## src/rtl/multiplication.sv

```systemverilog
// Sequential radix-2 shift-add multiplier, unsigned or two's-complement signed.
// One partial product per cycle; start/busy/done handshake matches the divider.
module multiplication #(
  parameter int unsigned WIDTH = 32
) (
  input  logic               clk,
  input  logic               rst,
  input  logic               start,
  input  logic               sgn,
  input  logic [WIDTH-1:0]   A,
  input  logic [WIDTH-1:0]   B,
  output logic [2*WIDTH-1:0] P,
  output logic               busy,
  output logic               done
);

  localparam int unsigned CW = $clog2(WIDTH + 1);
  localparam logic [CW-1:0] CntLast = CW'(WIDTH);

  typedef enum logic [1:0] {StIdle, StCalc, StDone} state_e;

  state_e             state_q, state_d;
  logic [2*WIDTH-1:0] acc_q, acc_d;
  logic [2*WIDTH-1:0] mcand_q, mcand_d;
  logic [2*WIDTH-1:0] p_q, p_d;
  logic [WIDTH-1:0]   mplier_q, mplier_d;
  logic [CW-1:0]      cnt_q, cnt_d;
  logic               neg_q, neg_d;
  logic               busy_q, busy_d;
  logic               done_q, done_d;

  logic [WIDTH-1:0]   abs_a, abs_b;

  // The most negative value's magnitude still fits in WIDTH unsigned bits.
  always_comb begin
    abs_a = (sgn && A[WIDTH-1]) ? -A : A;
    abs_b = (sgn && B[WIDTH-1]) ? -B : B;
  end

  always_comb begin
    state_d  = state_q;
    acc_d    = acc_q;
    mcand_d  = mcand_q;
    p_d      = p_q;
    mplier_d = mplier_q;
    cnt_d    = cnt_q;
    neg_d    = neg_q;
    busy_d   = busy_q;
    done_d   = done_q;
    unique case (state_q)
      StIdle: begin
        if (start) begin
          mcand_d  = {{WIDTH{1'b0}}, abs_a};
          mplier_d = abs_b;
          neg_d    = sgn & (A[WIDTH-1] ^ B[WIDTH-1]);
          acc_d    = '0;
          cnt_d    = '0;
          busy_d   = 1'b1;
          state_d  = StCalc;
        end
      end
      StCalc: begin
        if (cnt_q == CntLast) begin
          p_d     = neg_q ? -acc_q : acc_q;
          busy_d  = 1'b0;
          done_d  = 1'b1;
          state_d = StDone;
        end else begin
          // mcand_q tracks mag_a << cnt, so no barrel shifter is needed.
          if (mplier_q[0]) acc_d = acc_q + mcand_q;
          mcand_d  = mcand_q << 1;
          mplier_d = mplier_q >> 1;
          cnt_d    = cnt_q + 1'b1;
        end
      end
      StDone: begin
        done_d  = 1'b0;
        state_d = StIdle;
      end
      default: state_d = StIdle;
    endcase
  end

  always_ff @(posedge clk or negedge rst) begin
    if (!rst) begin
      state_q  <= StIdle;
      acc_q    <= '0;
      mcand_q  <= '0;
      p_q      <= '0;
      mplier_q <= '0;
      cnt_q    <= '0;
      neg_q    <= 1'b0;
      busy_q   <= 1'b0;
      done_q   <= 1'b0;
    end else begin
      state_q  <= state_d;
      acc_q    <= acc_d;
      mcand_q  <= mcand_d;
      p_q      <= p_d;
      mplier_q <= mplier_d;
      cnt_q    <= cnt_d;
      neg_q    <= neg_d;
      busy_q   <= busy_d;
      done_q   <= done_d;
    end
  end

  assign P    = p_q;
  assign busy = busy_q;
  assign done = done_q;

endmodule

```

## config.mk

```make
export PLATFORM = sky130hd
export DESIGN_NAME = multiplication
export DESIGN_NICKNAME = d
export VERILOG_FILES = /design/src/rtl/multiplication.sv
export SDC_FILE = /design/constraint.sdc
export NUM_CORES = 1
export LEC_CHECK = 0
export ABC_CLOCK_PERIOD_IN_PS = 4310
export BUFFER_PORTS_ARGS = -buffer_cell sky130_fd_sc_hd__buf_4
export CELL_PAD_IN_SITES_DETAIL_PLACEMENT = 1
export CELL_PAD_IN_SITES_GLOBAL_PLACEMENT = 1
export CORE_UTILIZATION = 42
export CTS_CLUSTER_SIZE = 16
export DETAILED_ROUTE_END_ITERATION = 10
export GPL_TIMING_DRIVEN = 0
export PLACE_DENSITY_LB_ADDON = 0.1
export SLEW_MARGIN = 40
export SYNTH_ARGS = -nofsm -noshare
export SYNTH_HDL_FRONTEND = slang
export SYNTH_SLANG_ARGS = --single-unit
```

## constraint.sdc

```tcl
create_clock -name clk -period 4.31 [get_ports clk]
set_input_delay 0.2155 -clock clk [delete_from_list [all_inputs] [get_ports clk]]
set_output_delay 0.2155 -clock clk [all_outputs]
set_load 0.02 [all_outputs]
```

==> flow_summary.yaml <==
global_routing:
  global_route.usage.total_pct: 28.5
  grt_max_degree: 74
  grt_first_pass_wirelength_um: 85500
  grt_pass1_vias: 15300
  gr-total-overflow: 0
  antenna_found_initial: 0
power:
  p_leak_nw: 8.09
  power_w: 0.0145
  power_density_mw_per_mm2: 798
  max-vdd-ir-drop_uv: 314
clock_tree:
  cts.clk_slew.worst_paths_ps: 70
  cts_tree: "built"
  clk_latency_ps: 570
  cts_buffer_depth: 3
  h-tree-depth: 1
  cts_root_buf: "clkbuf_16"
  clock_sinks: 235
  numCtsBuffers: 27
sta:
  skew_ps: 32.1
  min_period_over_period_pct: 101
  setup_viol: 3
  fmax_ghz: 0.230
  maxSlewViolCount: 0
  finalCriticalPeriod_ps: 4360
  rsz0062_at_grt: "yes"
  slew_headroom_pct: 46.3
  setup_slack_ps: -46.9
  hold_viol: 0
  tightest_slew_ps: 805
  tns_ps: -128
final_layout:
  syn2layout_area_growth_pct: 17.7
  n_antenna_cell: 0
  fin_nets: 2193
  layout-drive-gt1-share_pct: 11.9
critical_path:
  crit_type: "flop to flop"
  critPathSlowestCell: "or4_4"
  end_kind: "flop"
  crit_fanout: 5
  timing.critical_path.from: "acc_q[16]"
  worst_ep_required_time_ps: 4740
  crit_path_start_kind: "flop"
  crit_top_cell: "or4_4"
  crit_chain: "or4_4, or4_4, or4_4, or4_4, or4_4, or2_4, or4_4, o31ai_4, xor2_1, o21ai_1"
  r2r_start: "acc_q[16]"
  cp.arrival_ps: 4790
  r2r_setup_slack_ps: -50
  r2r-end: "P[59]"
  crit_end: "P[59]"
  rr_worst_depth: 10
  cpPeakStageDelay_ps: 570
yosys:
  synthCells: 1868
  ys_seq_elements: 235
  synth_edf_count: 0
  ys_seq_area_share_pct: 38.1
  netlist_area_mm2: 0.0154
  ys_async_sr_fraction_pct: 100
  synthDistinctLibCells: 68
  synth_area_per_cell_um2: 8.25
  synth_flop_cell: "dfrtp_1"
  yosysWarnings: 0
  syn_nets: 2005
detailed_routing:
  num_vias: 14700
  drt-pass1-iter-count: 5
  ant_nets: 0
  drtIter0Drc: 798
  routedWlPerCell_um: 21.0
  drc: 0
  viasPerCell: 5.81
  drt-total-wl_um: 53300
placement:
  io_buffers: 133
  place_congestion: 0.897
  place_hpwl_um: 41300
die:
  dieArea_mm2: 0.0375
  rows: 69
  core_mm2: 0.0358
  io_pins: 134
  initial_core_util_pct: 43.0
  die_h_um: 194
  die-width_um: 194
min_path:
  worst_hold_path_type: "input pin to flop"
outcome:
  status: "finished with violations"
  violations: "negative setup slack"
flow_run:
  maxCapViolCount: 0
layer usage:
layer / global-route usage (%) / vias to the layer above / part of all wire, %
met3: 3.21 / 83 / 4.2
li1: - / 7046 / -
met5: 0 / - / 0
met4: 8.30 / 0 / 2.5
met1: 37.6 / 7268 / 45
met2: 49.1 / 341 / 48
final cells by class:
cell class	instances	area (um^2)
fillers	4402	17700
multi-input cells	1498	9060
flip-flops and latches	235	5880
repair buffers	160	1280
clock buffers	37	753
well taps	461	577
plain buffers	107	412
inverters	27	101
clock inverters	10	78.8
cell families after synthesis:
family | after synthesis | synth area share [%]
XOR/XNOR | 171 | 9.71
adder cells (fa/ha/maj) | 69 | 5.65
flip-flops | 235 | 38.1
AND/OR/NAND/NOR | 668 | 20.1
multiplexers | 1 | 0.0649
buffers and inverters | 135 | 3.36
AO/OA/AOI/OAI | 589 | 23.0
placed cells by master, fill, tap and decap left out, types with 11 or more instances in the layout:
master / instances
ha_1: 68
or3_1: 29
o31ai_1: 38
xnor2_1: 61
nor2b_1: 11
a21o_1: 39
clkbuf_1: 95
nand2_1: 308
nand2b_1: 11
nor3_1: 18
o21ai_0: 246
o21a_1: 12
clkbuf_16: 27
or4_1: 16
a21oi_1: 143
buf_1: 12
dfrtp_1: 232
buf_4: 152
inv_1: 27
nand4_1: 21
nand3_1: 88
xor2_1: 110
nor2_1: 106
o41ai_1: 17
report_power, final:
| group | total, W | internal [W] | switching [W] |
|---|---|---|---|
| logic | 0.00800 | 0.00302 | 0.00498 |
| clock network | 0.00222 | 0.00127 | 0.000951 |
| registers | 0.00425 | 0.00315 | 0.00110 |
what timing repair did:
item                       CTS  global route
gates cloned                 0             0
buffers inserted            14             4
pin swaps                    9             4
setup endpoints to repair    5             5
hold buffers                 5             0
gates resized for setup      7             1
hold endpoints to repair   166             0
synth_stat cells, types with 9 or more instances:
| master | instances | share of area (%) |
|---|---|---|
| nand2b_1 | 11 | 0.45 |
| o31ai_1 | 40 | 1.9 |
| a21oi_1 | 143 | 4.6 |
| dfrtp_1 | 235 | 38 |
| nor2b_1 | 11 | 0.45 |
| or3_1 | 30 | 1.2 |
| nor3_1 | 18 | 0.58 |
| or4_1 | 17 | 0.83 |
| or2_2 | 9 | 0.37 |
| a31oi_1 | 9 | 0.37 |
| buf_1 | 12 | 0.29 |
| nand2_1 | 308 | 7.5 |
| a21o_1 | 39 | 1.9 |
| nor2_1 | 107 | 2.6 |
| a211oi_1 | 10 | 0.49 |
| clkbuf_1 | 94 | 2.3 |
| o21a_1 | 12 | 0.58 |
| and3_1 | 10 | 0.41 |
| xnor2_1 | 61 | 3.5 |
| o21ai_0 | 246 | 8.0 |
| o41ai_1 | 17 | 0.97 |
| inv_1 | 27 | 0.66 |
| nand4_1 | 21 | 0.85 |
| nand3_1 | 88 | 2.9 |
| xor2_1 | 110 | 6.2 |
| ha_1 | 68 | 5.5 |
| o21bai_1 | 9 | 0.44 |
critical path: cells and delay by family, from the launching register on:
family	cells	cell delay (ps)
DFF	1	440
and+or+nand+nor	7	3290
xor gates and xnor gates	1	170
AOI/OAI and AO/OA	2	340
sequential cells by signal, indices dropped and copies added, names as in the netlist:
name and count:
mplier_q 32, acc_q 64, busy 1, mcand_q 64, neg_q 1, done 1, cnt_q 6, P 64
state_q 2
worst min path at each step:
stage | end | depth (start not counted) | startpoint
after floorplan | P[0] | 0 | rst
after global placement | mplier_q[25] | 2 | mplier_q[25]
after detailed placement | P[20] | 1 | rst
after CTS | mplier_q[28] | 3 | B[28]
after global routing | mplier_q[28] | 3 | B[28]
final | neg_q | 3 | sgn
through the flow:
step	cell area, um^2	hold slack [ps]	util [%]	instances	setup slack (ps)
CTS	18100	33.1	50.6	2531	-112
finish	18100	49.6	50.7	2535	-46.9
global placement	17000	457	47.4	2462	-261
global route	18100	35.1	50.7	2535	-133
detailed placement	17100	112	47.7	2466	-312
floorplan	15400	-80.1	-	1868	76.0
Note: power is estimated with default switching activity, not from simulation.
